`src/rtl/rsp_proc.sv`:
```
// Read-response serializer: frames {HDR_TAG, addr} then data MSB-first to the host.
// Define RSP_CHECKSUM_EN to append an XOR checksum byte (6-byte frames).
module rsp_proc #(
  parameter logic [3:0] HDR_TAG = 4'hA
) (
  input  logic        clk,
  input  logic        reset,
  input  logic        REQ_VALID,
  input  logic [3:0]  REQ_ADDR,
  input  logic [31:0] REQ_DATA,
  output logic        REQ_READY,
  output logic        HOST_RTS,
  output logic [7:0]  HOST_DATA,
  input  logic        HOST_RTR,
  output logic        BUSY
);

  typedef enum logic [2:0] {
    S_IDLE = 3'd0,
    S_HDR  = 3'd1,
    S_D3   = 3'd2,
    S_D2   = 3'd3,
    S_D1   = 3'd4,
    S_D0   = 3'd5
`ifdef RSP_CHECKSUM_EN
    ,S_CKS = 3'd6
`endif
  } state_t;

  state_t      state_q, state_d;
  logic [3:0]  addr_q, addr_d;
  logic [31:0] data_q, data_d;
  logic        host_rts;
  logic [7:0]  host_data;
  logic [7:0]  hdr_byte;

  assign hdr_byte = {HDR_TAG, addr_q};

  always_ff @(posedge clk or posedge reset) begin
    if (reset) begin
      state_q <= S_IDLE;
      addr_q  <= 4'h0;
      data_q  <= 32'h0;
    end else begin
      state_q <= state_d;
      addr_q  <= addr_d;
      data_q  <= data_d;
    end
  end

  always_comb begin
    state_d   = state_q;
    addr_d    = addr_q;
    data_d    = data_q;
    host_rts  = 1'b0;
    host_data = 8'h00;
    case (state_q)
      S_IDLE: begin
        if (REQ_VALID) begin
          state_d = S_HDR;
          addr_d  = REQ_ADDR;
          data_d  = REQ_DATA;
        end
      end
      S_HDR: begin
        host_rts  = 1'b1;
        host_data = hdr_byte;
        if (HOST_RTR) state_d = S_D3;
      end
      S_D3: begin
        host_rts  = 1'b1;
        host_data = data_q[31:24];
        if (HOST_RTR) state_d = S_D2;
      end
      S_D2: begin
        host_rts  = 1'b1;
        host_data = data_q[23:16];
        if (HOST_RTR) state_d = S_D1;
      end
      S_D1: begin
        host_rts  = 1'b1;
        host_data = data_q[15:8];
        if (HOST_RTR) state_d = S_D0;
      end
      S_D0: begin
        host_rts  = 1'b1;
        host_data = data_q[7:0];
`ifdef RSP_CHECKSUM_EN
        if (HOST_RTR) state_d = S_CKS;
`else
        if (HOST_RTR) state_d = S_IDLE;
`endif
      end
`ifdef RSP_CHECKSUM_EN
      S_CKS: begin
        host_rts  = 1'b1;
        host_data = hdr_byte ^ data_q[31:24] ^ data_q[23:16] ^ data_q[15:8] ^ data_q[7:0];
        if (HOST_RTR) state_d = S_IDLE;
      end
`endif
      default: state_d = S_IDLE;
    endcase
  end

  // Ready is gated by reset directly so it reads 0 for the whole reset pulse.
  assign REQ_READY = (state_q == S_IDLE) && !reset;
  assign BUSY      = (state_q != S_IDLE);
  assign HOST_RTS  = host_rts;
  assign HOST_DATA = host_data;

endmodule
```
`config.mk`:
```
export PLATFORM = sky130hd
export DESIGN_NAME = rsp_proc
export DESIGN_NICKNAME = d
export VERILOG_FILES = /design/src/rtl/rsp_proc.sv
export SDC_FILE = /design/constraint.sdc
export NUM_CORES = 1
export LEC_CHECK = 0
export BUFFER_PORTS_ARGS = -buffer_cell sky130_fd_sc_hd__clkbuf_2
export CAP_MARGIN = 30
export CORE_MARGIN = 4
export CORE_UTILIZATION = 56
export CTS_CLUSTER_SIZE = 28
export DETAILED_ROUTE_END_ITERATION = 10
export PLACE_DENSITY = 0.87
export SLEW_MARGIN = 5
export SYNTH_ARGS = -nofsm -noshare
export SYNTH_HDL_FRONTEND = slang
export SYNTH_SLANG_ARGS = --single-unit
```
`constraint.sdc`:
```
create_clock -name clk -period 5.1 [get_ports clk]
set_clock_uncertainty 0.1 [all_clocks]
set_input_delay 1.53 -clock clk [delete_from_list [all_inputs] [get_ports clk]]
set_output_delay 1.53 -clock clk [all_outputs]
set_load 0.01 [all_outputs]
```
==> results of run 1 <==
area by class of cell:
| type | count | area, sq um |
|---|---|---|
| clock buffer | 7 | 45.04 |
| clock inverter | 1 | 5.005 |
| fill | 265 | 1135 |
| inverter | 3 | 11.26 |
| multi-input combinational | 84 | 875.8 |
| sequential | 39 | 975.9 |
| tap | 46 | 57.56 |
| timing repair buffer | 51 | 257.7 |
state kept, by name, indices dropped and copies added, names as in the netlist:
name,flops
data_q,32
state_q,3
addr_q,4
placed cells by master, fill, tap and decap left out, drive strengths merged, types with 3 or more instances in the layout:
cell type  count
mux2          36
nor2           3
a21oi          5
inv            3
clkbuf        57
mux2i          6
dfrtp         39
a221o          4
nand2          3
power by group through the flow:
stage          Sequential (mW)  Combinational (mW)  Clock [mW]
4_1_cts                  0.617               0.675       0.149
3_5_place_dp             0.623               0.669           0
3_3_place_gp             0.608               0.647           0
6_report                 0.617               0.668       0.146
5_1_grt                  0.644               0.725       0.162
2_1_floorplan            0.536               0.623           0
kinds of logic (layout without fill, tap and decap cells):
kind of cell / Yosys count / count (layout) / share of synthesized area
xor+xnor: 1 / 1 / 0.004440
flops: 39 / 39 / 0.4946
simple gates: 19 / 19 / 0.05897
mux: 42 / 42 / 0.2930
buf+inv: 12 / 62 / 0.06151
compound gates: 22 / 22 / 0.08752
critical path, cell delays in order, from the launching register on:
cell	delay, ns
dfrtp_1	0.77
nor2b_1	0.43
a32o_1	0.26
a221o_1	0.13
clkbuf_2	0.13
how the worst max path moves through the flow:
| stage | to | slack (ns) |
|---|---|---|
| global route | HOST_DATA[0] | 1.26 |
| finish | HOST_DATA[4] | 1.42 |
| floorplan | REQ_READY | 1.77 |
| global placement | REQ_READY | 1.63 |
| detailed placement | REQ_READY | 1.61 |
| CTS | HOST_DATA[4] | 1.41 |
through the flow:
stage | hold WS, ns | power (mW) | utilization | area, sq um | worst slack, ns
after floorplan | 0.3574 | 1.160 | - | 1973 | 1.771
after global placement | 0.3688 | 1.254 | 0.6477 | 2178 | 1.632
after detailed placement | 0.3770 | 1.291 | 0.6477 | 2178 | 1.615
after CTS | 0.3998 | 1.442 | 0.6626 | 2228 | 1.415
after global routing | 0.4361 | 1.531 | 0.6626 | 2228 | 1.262
final | 0.4004 | 1.431 | 0.6626 | 2228 | 1.418
metal layers:
| layer | routed length [um] | GRT usage | share of wire | vias up |
|---|---|---|---|---|
| met5 | 0 | 0 | 0 | - |
| met4 | 61 | 0.07342 | 0.017 | 0 |
| met3 | 159 | 0.04825 | 0.043 | 9 |
| met2 | 1827 | 0.2933 | 0.50 | 31 |
| met1 | 1620 | 0.2245 | 0.44 | 599 |
| li1 | - | - | - | 590 |
==> impl_metrics.py, run 1 <==
metrics = {
    "status": {
        "status": "completed",
    },
    "place": {
        "hpwl_um": 2717,
        "numPortBuffers": 50,
        "gp_congestion": 0.8094,
        "dp_cells": 223,
    },
    "detailed_routing": {
        "wl_per_cell_um": 15.88,
        "via_per_inst": 5.320,
        "first_pass_iters": 4,
        "ant_nets": 0,
        "drc": 0,
        "vias": 1229,
        "drt_iter0_markers": 73,
        "routed_wl_um": 3669,
    },
    "yosys": {
        "synth_nets": 175,
        "synth_edf_count": 0,
        "seq_area_frac_synth": 0.4946,
        "syn_area_per_cell_sq_um": 14.62,
        "synthDistinctLibCells": 32,
        "yosysTopAreaCell": "dfrtp_1",
        "ys_top_cells_by_count": "dfrtp_1 (39), mux2_4 (30), mux2i_1 (6)",
        "synth.top_cell.area_share": 0.4946,
        "synthesis.area_sq_um": 1973,
        "syn_inst": 135,
        "async_reset_ff_frac": 1.000,
        "synth_flop_cell": "dfrtp_1",
        "post-synth-top-count-cell": "dfrtp_1",
        "ys_seq_elements": 39,
        "yosys_warnings": 0,
        "ys_top_cells_by_area": "dfrtp_1 (49%), mux2_4 (23%), buf_12 (4.1%), mux2i_1 (3.0%), mux2_1 (2.3%)",
    },
    "worst_hold_path": {
        "hold-path-endpoint": "addr_q[0]",
        "holdPathStages": 1,
        "worst_hold_path_type": "reg2reg",
        "min-delay-start": "addr_q[0]",
    },
    "clock_tree": {
        "clock-sinks": 39,
        "clock_path_buffers": 2,
        "cts_resized": 0,
        "cts_setup_buffers": 0,
        "clk_latency_ns": 0.33,
        "cts_root_buf": "clkbuf_4",
        "hold_buffers": 0,
        "cts-htree-levels": 2,
        "cts_tree": "yes",
        "cts.clk_slew.worst_paths_ns": 0.10,
        "cts-buffers-inserted": 5,
    },
    "setup_path": {
        "reg2reg_slack_ns": 2.90,
        "r2r_start": "state_q[0]",
        "critPathKind": "reg2out",
        "ff2ff_path_depth": 3,
        "crit_required_ns": 3.47,
        "endpoint_kind": "output pin",
        "r2r_end": "data_q[26]",
        "crit_start": "state_q[2]",
        "start_kind": "flop",
        "worstPathMaxFanout": 19,
        "arrival_ns": 2.05,
    },
    "sta": {
        "period_share": 0.7220,
        "fin_tns_setup_ns": 0,
        "rsz0062_at_grt": "false",
        "period_needed_ns": 3.682,
        "setup_violations": 0,
        "drv_slew": 0,
        "clock.fmax_mhz": 271.6,
        "tightest_slew_ns": 0.6405,
        "maxSlewHeadroom": 0.5730,
        "hold_viol_final": 0,
    },
    "global_route": {
        "antenna_found_initial": 0,
        "grt.total_usage": 0.1792,
        "grt_pass1_wl_um": 6051,
        "gr-total-overflow": 0,
        "grt_max_degree": 40,
        "grt_pass1_vias": 1310,
    },
    "pwr": {
        "seq_power_share": 0.431,
        "clockPowerShare": 0.102,
        "p_int_uw": 928.3,
        "vdd_ir_drop_max_v": 0.0002654,
        "comb_power_share": 0.467,
        "power_density_nw_per_um2": 642.0,
        "swShare": 0.3511,
        "power_switching_uw": 502.2,
        "leakage_nw": 1.084,
    },
    "layout": {
        "final_nets": 224,
        "final_cells": 231,
        "area_delta_synth_final_pct": 12.94,
        "num_antenna_cells": 0,
        "drive_above_1_share": 0.4973,
    },
    "floorplan": {
        "die_y_um": 67.36,
        "start_util": 0.5867,
        "pin_count": 51,
        "rows": 21,
        "die_width_um": 67.36,
        "core_sq_um": 3363,
        "die-area_sq_um": 4537,
    },
    "job": {
        "cap_violations": 0,
    },
}
(Power assumes the default switching activity.)
==> run 2: changes to the inputs <==
--- a/config.mk
+++ b/config.mk
@@ -5,13 +5,14 @@
 export SDC_FILE = /design/constraint.sdc
 export NUM_CORES = 1
 export LEC_CHECK = 0
+export ABC_AREA = 1
 export BUFFER_PORTS_ARGS = -buffer_cell sky130_fd_sc_hd__clkbuf_2
 export CAP_MARGIN = 30
 export CORE_MARGIN = 4
-export CORE_UTILIZATION = 56
+export CORE_UTILIZATION = 52
 export CTS_CLUSTER_SIZE = 28
 export DETAILED_ROUTE_END_ITERATION = 10
-export PLACE_DENSITY = 0.87
+export PLACE_DENSITY = 0.81
 export SLEW_MARGIN = 5
 export SYNTH_ARGS = -nofsm -noshare
 export SYNTH_HDL_FRONTEND = slang
==> constraint.sdc (replaced) <==
create_clock -name clk -period 3.65 [get_ports clk]
set_clock_uncertainty 0.1 [all_clocks]
set_input_delay 1.095 -clock clk [delete_from_list [all_inputs] [get_ports clk]]
set_output_delay 1.095 -clock clk [all_outputs]
set_load 0.01 [all_outputs]
==> run 2 against run 1 <==
Effect of this change: via count grew 46%; global-route usage grew 1.0 points; highest routed layer unchanged; clock-buffer cell count shrank 1; synthesized cell count grew 86%; critical endpoint unchanged; combinational power grew 15%; cell count grew 50%; sequential power grew 22%; register-to-register slack lost 1.1 ns; flip-flop and latch count is the same; first-iteration DRC count grew 88%; core utilization shrank 3.7 points; routed wire length grew 20%.
==> impl_metrics.py, run 2 <==
metrics = {
    "global_route": {
        "grt.total_usage": 0.1896,
        "antenna_found_initial": 0,
        "grt_max_degree": 46,
        "grt_pass1_vias": 1713,
        "gr-total-overflow": 0,
        "grt_pass1_wl_um": 7603,
    },
    "layout": {
        "multi_input_area_sq_um": 842.1,
        "num_antenna_cells": 0,
        "finalInstanceArea_sq_um": 2307,
        "layout_common_cells": "nand2_1 (92), clkbuf_2 (50), dfrtp_1 (39), o21ai_0 (28), inv_1 (19)",
        "reg_top3": "data_q x32, addr_q x4, state_q x3",
        "n_fill_cell": 358,
        "final_nets": 337,
        "drive_above_1_share": 0.2483,
        "area_delta_synth_final_pct": 14.96,
        "largest_register_ffs": 32,
        "layout.cells.most_common": "nand2_1",
        "seqCellArea_sq_um": 975.9,
        "largest_register": "data_q",
    },
    "yosys": {
        "yosys_warnings": 0,
        "ys_top_cells_by_area": "dfrtp_1 (49%), nand2_1 (17%), o21ai_0 (7.0%), buf_6 (3.9%), inv_1 (3.6%)",
        "synth_edf_count": 0,
        "ys_seq_elements": 39,
        "synth.top_cell.area_share": 0.4863,
        "seq_area_frac_synth": 0.4863,
        "synth_nets": 291,
        "ys_top_cells_by_count": "nand2_1 (92), dfrtp_1 (39), o21ai_0 (28)",
        "syn_area_per_cell_sq_um": 7.996,
        "syn_inst": 251,
        "post-synth-top-count-cell": "nand2_1",
        "synth_flop_cell": "dfrtp_1",
        "synthesis.area_sq_um": 2007,
        "yosysTopAreaCell": "dfrtp_1",
        "async_reset_ff_frac": 1.000,
        "synthDistinctLibCells": 25,
    },
    "floorplan": {
        "core_sq_um": 3689,
        "die_y_um": 70.13,
        "pin_count": 51,
        "die_width_um": 70.13,
        "rows": 22,
        "start_util": 0.5441,
        "die-area_sq_um": 4918,
    },
    "detailed_routing": {
        "wl_per_cell_um": 12.68,
        "via_per_inst": 5.188,
        "routed_wl_um": 4388,
        "first_pass_iters": 5,
        "drc": 0,
        "drt_iter0_markers": 137,
        "vias": 1795,
        "ant_nets": 0,
    },
    "setup_path": {
        "critPathKind": "reg2out",
        "cp_slowest_cell": "dfrtp_1",
        "crit_chain": "nand2_1 -> nor2_2 -> nand2_1 -> o21ai_0 -> a21oi_1 -> o21ai_0 -> clkbuf_2",
        "worstPathMaxFanout": 8,
        "crit_required_ns": 2.45,
        "arrival_ns": 1.76,
        "cpPeakStageDelay_ns": 0.63,
        "endpoint_kind": "output pin",
        "start_kind": "flop",
    },
    "place": {
        "postPlaceCellArea_sq_um": 2222,
        "gp_congestion": 0.8705,
        "numPortBuffers": 50,
        "hpwl_um": 3220,
    },
    "worst_hold_path": {
        "worst_hold_path_type": "reg2reg",
    },
    "clock_tree": {
        "clk_latency_ns": 0.28,
        "cts_setup_buffers": 0,
        "cts.clk_slew.worst_paths_ns": 0.08,
        "clock-sinks": 39,
        "clock_path_buffers": 2,
        "cts_resized": 0,
        "hold_buffers": 0,
        "cts-buffers-inserted": 5,
        "cts_tree": "yes",
        "cts-htree-levels": 2,
        "cts_root_buf": "clkbuf_8",
    },
    "sta": {
        "rsz0062_at_grt": "false",
        "holdWs_ns": 0.3953,
        "maxSlewHeadroom": 0.6620,
        "period_needed_ns": 2.951,
        "period_share": 0.8086,
        "hold_viol_final": 0,
        "tightest_slew_ns": 0.5070,
        "fin_tns_setup_ns": 0,
        "clock.fmax_mhz": 338.8,
        "setup_violations": 0,
        "drv_slew": 0,
    },
    "pwr": {
        "power_density_nw_per_um2": 783.2,
        "leakage_nw": 1.259,
        "vdd_ir_drop_max_v": 0.0004456,
        "swShare": 0.4291,
        "total_power_mw": 1.807,
        "seq_power_share": 0.418,
        "p_int_mw": 1.032,
        "power_switching_uw": 775.4,
        "clockPowerShare": 0.157,
        "comb_power_share": 0.425,
    },
    "job": {
        "cap_violations": 0,
    },
    "status": {
        "status": "completed",
    },
}
==> run 2: cell types whose count changed after synthesis, moves of 11 or more <==
cell     before  now
o21ai_0       2   28
mux2_4       30    0
inv_1         3   19
o21ai_1       0   11
nand3_1       0   13
nand2_1       3   92
==> run 2: logic make-up (layout without fill, tap and decap cells) <==
group | count (synthesis) | after routing | synth area share
and+or+nand+nor | 127 | 127 | 0.2862
AOI/OAI and AO/OA | 50 | 50 | 0.1334
DFF | 39 | 39 | 0.4863
buffers and inverters | 35 | 82 | 0.09414
==> run 2: final cells by class <==
cell class	instances	share of cell area
Clock buffer	6	0.03145
Tap cell	48	0.02603
Inverter	23	0.03742
Multi-Input combinational cell	177	0.3650
Clock inverter	2	0.005423
Timing Repair Buffer	51	0.1117
Sequential cell	39	0.4230
==> run 2: stage by stage <==
step | instances | util | worst slack (ns)
after CTS | 346 | 0.6255 | 0.7126
after global placement | 338 | 0.6024 | 1.042
after global routing | 346 | 0.6255 | 0.6136
final | 346 | 0.6255 | 0.6987
after detailed placement | 338 | 0.6024 | 1.022
after floorplan | 251 | - | 1.191
==> run 2: path summary, 6_finish.rpt <==
path,startpoint,to,slack (ns),cells past startpoint
setup reg to reg,state_q[1],data_q[25],1.77,5
hold / removal,data_q[1],data_q[1],0.40,2
hold reg to reg,data_q[1],data_q[1],0.40,2
setup / recovery,state_q[1],HOST_DATA[4],0.70,7
min in group asynchronous,reset,data_q[18],0.80,3
max in group asynchronous,reset,data_q[19],2.30,3
==> run 2: critical path, delay by kind of cell (launching register included) <==
kind | cells | cell delay [ns]
AOI/OAI and AO/OA | 3 | 0.21
buffers and inverters | 1 | 0.15
DFF | 1 | 0.63
and+or+nand+nor | 3 | 0.48
==> run 2: per-layer routing <==
| layer | GRT usage | up-vias | wire length (um) |
|---|---|---|---|
| met1 | 0.2703 | 835 | 2043 |
| li1 | - | 898 | - |
| met2 | 0.2938 | 57 | 1977 |
| met3 | 0.04604 | 5 | 308 |
| met4 | 0.04043 | 0 | 59 |
| met5 | 0 | - | 0 |
==> run 2: power by group through the flow <==
stage          Sequential [mW]  Clock, mW  Combinational, mW
3_3_place_gp             0.754          0              0.750
6_report                 0.755      0.284              0.768
3_5_place_dp             0.763          0              0.769
5_1_grt                  0.781      0.308              0.884
4_1_cts                  0.754      0.285              0.774
2_1_floorplan            0.713          0              0.643
==> run 3: changes to the inputs <==
--- a/config.mk
+++ b/config.mk
@@ -9,10 +9,10 @@
 export BUFFER_PORTS_ARGS = -buffer_cell sky130_fd_sc_hd__clkbuf_2
 export CAP_MARGIN = 30
 export CORE_MARGIN = 4
-export CORE_UTILIZATION = 52
+export CORE_UTILIZATION = 47
 export CTS_CLUSTER_SIZE = 28
 export DETAILED_ROUTE_END_ITERATION = 10
-export PLACE_DENSITY = 0.81
+export PLACE_DENSITY = 0.78
 export SLEW_MARGIN = 5
 export SYNTH_ARGS = -nofsm -noshare
 export SYNTH_HDL_FRONTEND = slang
==> constraint.sdc (replaced) <==
create_clock -name clk -period 2.63 [get_ports clk]
set_clock_uncertainty 0.1 [all_clocks]
set_input_delay 0.789 -clock clk [delete_from_list [all_inputs] [get_ports clk]]
set_output_delay 0.789 -clock clk [all_outputs]
set_load 0.01 [all_outputs]
==> run 3 against run 2 <==
Effect of this change: register-to-register slack got worse by 0.95 ns; largest cell class unchanged; power is 41% higher; sequential share of layout area about the same; hold slack lost 0.0069 ns; via count down 3.1%; critical path type unchanged; first-iteration DRC count is 26% lower; die area is 9.4% higher; cell count is 0.58% higher.
==> impl_metrics.py, run 3 (synthesis results as in run 2) <==
metrics = {
    "layout": {
        "drive_above_1_share": 0.2584,
        "final_nets": 337,
        "final_util": 0.5698,
        "n_fill_cell": 380,
        "num_antenna_cells": 0,
        "area_delta_synth_final_pct": 15.21,
        "final_cells": 348,
        "layout_common_cells": "nand2_1 (92), clkbuf_2 (50), dfrtp_1 (37), o21ai_0 (28), inv_1 (18)",
        "largest_register_ffs": 32,
        "largest_register": "data_q",
        "layout.cells.most_common": "nand2_1",
        "reg_top3": "data_q x32, addr_q x4, state_q x3",
        "finalInstanceArea_sq_um": 2312,
    },
    "sta": {
        "maxSlewHeadroom": 0.6514,
        "hold_viol_final": 0,
        "rsz0062_at_grt": "false",
        "period_share": 0.9614,
        "holdWs_ns": 0.3884,
        "period_needed_ns": 2.528,
        "drv_slew": 0,
        "setup_violations": 0,
        "setup_slack_ns": 0.1015,
        "tightest_slew_ns": 0.5229,
        "fin_tns_setup_ns": 0,
        "clock.fmax_mhz": 395.5,
    },
    "floorplan": {
        "die-area_sq_um": 5379,
        "die_y_um": 73.35,
        "die_width_um": 73.35,
        "core_sq_um": 4058,
        "start_util": 0.4946,
        "pin_count": 51,
        "rows": 23,
    },
    "detailed_routing": {
        "drt_iter0_markers": 102,
        "top_layer_used": "met4",
        "drc": 0,
        "routed_wl_um": 4750,
        "met2WireLength_um": 2120,
        "ant_nets": 0,
        "wl_per_cell_um": 13.65,
        "vias": 1739,
        "via_per_inst": 4.997,
        "wl_met1_um": 2299,
        "wl_met3_um": 254,
        "first_pass_iters": 4,
    },
    "global_route": {
        "grt_pass1_vias": 1723,
        "grt_max_degree": 46,
        "grt_pass1_wl_um": 8169,
        "gr-total-overflow": 0,
        "antenna_found_initial": 0,
        "grt.total_usage": 0.1982,
    },
    "clock_tree": {
        "cts-buffers-inserted": 5,
        "cts_tree": "yes",
        "cts_setup_buffers": 0,
        "cts_root_buf": "clkbuf_8",
        "cts-htree-levels": 2,
        "clk_latency_ns": 0.29,
        "clock-sinks": 39,
        "hold_buffers": 0,
        "cts.clk_slew.worst_paths_ns": 0.07,
        "clock_path_buffers": 2,
    },
    "job": {
        "cap_violations": 0,
    },
    "place": {
        "gp_congestion": 0.8378,
        "postPlaceCellArea_sq_um": 2225,
        "dp_cells": 340,
        "hpwl_um": 3384,
        "numPortBuffers": 50,
        "post-place-ws_ns": 0.3316,
    },
    "setup_path": {
        "arrival_ns": 1.64,
        "cpLargestDelayFamily": "flip-flops",
        "reg2reg_slack_ns": 0.82,
        "crit_required_ns": 1.74,
        "worstPathMaxFanout": 7,
        "crit_chain": "nand2_1 -> nor2_2 -> nand2_1 -> o21ai_0 -> a21oi_1 -> o21ai_0 -> clkbuf_2",
        "r2r_end": "data_q[23]",
        "ff2ff_path_depth": 4,
        "path_buf_inv": 1,
        "endpoint_kind": "output pin",
        "critPathKind": "reg2out",
        "start_kind": "flop",
        "r2r_start": "state_q[0]",
        "cp_slowest_cell": "dfrtp_1",
        "cpPeakStageDelay_ns": 0.51,
    },
    "pwr": {
        "comb_power_share": 0.423,
        "vdd_ir_drop_max_v": 0.0004898,
        "power_density_nw_per_um2": 1099,
        "clockPowerShare": 0.156,
        "swShare": 0.4352,
        "leakage_nw": 1.254,
        "total_power_mw": 2.541,
        "power_switching_mw": 1.106,
        "seq_power_share": 0.421,
        "p_int_mw": 1.435,
    },
    "worst_hold_path": {
        "worst_hold_path_type": "reg2reg",
        "min-delay-start": "addr_q[1]",
        "holdPathStages": 2,
        "hold-path-endpoint": "addr_q[1]",
    },
    "status": {
        "status": "completed",
    },
}
## run 3: timing repair
| action | 4_1_cts | 5_1_grt |
|---|---|---|
| endpoints found under the setup margin | 1 | 9 |
| endpoints found under the hold margin | 0 | 0 |
| gates resized for setup | 1 | 2 |
| gates cloned | 0 | 0 |
## run 3: worst max-delay path by stage
stage,start,to,depth (start not counted)
finish,state_q[0],HOST_DATA[4],7
global route,state_q[0],HOST_DATA[4],7
CTS,state_q[2],HOST_DATA[6],6
detailed placement,state_q[1],HOST_DATA[4],7
global placement,state_q[1],HOST_DATA[4],7
floorplan,state_q[1],REQ_READY,6
## run 3: power groups by stage
stage / Clock [mW] / Combinational [mW] / Sequential [mW]
floorplan: 0 / 0.893 / 0.990
global placement: 0 / 1.06 / 1.06
detailed placement: 0 / 1.08 / 1.08
CTS: 0.408 / 1.08 / 1.07
global route: 0.434 / 1.24 / 1.10
finish: 0.396 / 1.08 / 1.07
## run 3: routing by layer
layer  track usage  vias up
met5             0        -
met4       0.06841        0
met3       0.04104        8
met2        0.3009       71
met1        0.2814      763
li1              -      897
## run 3: area by class of cell
| cell class | instances | area [sq um] | area share |
|---|---|---|---|
| multi-input cells | 177 | 842.1 | 0.3642 |
| flip-flops and latches | 39 | 978.4 | 0.4232 |
| clock inverters | 2 | 12.51 | 0.005411 |
| inverters | 23 | 86.33 | 0.03734 |
| repair buffers | 51 | 257.7 | 0.1115 |
| well taps | 50 | 62.56 | 0.02706 |
| clock buffers | 6 | 72.57 | 0.03139 |
## run 3: worst min-delay path: stages, from the launching register on
cell and delay (ns):
dfrtp_1 0.35, o21ai_1 0.06, nand2_1 0.05
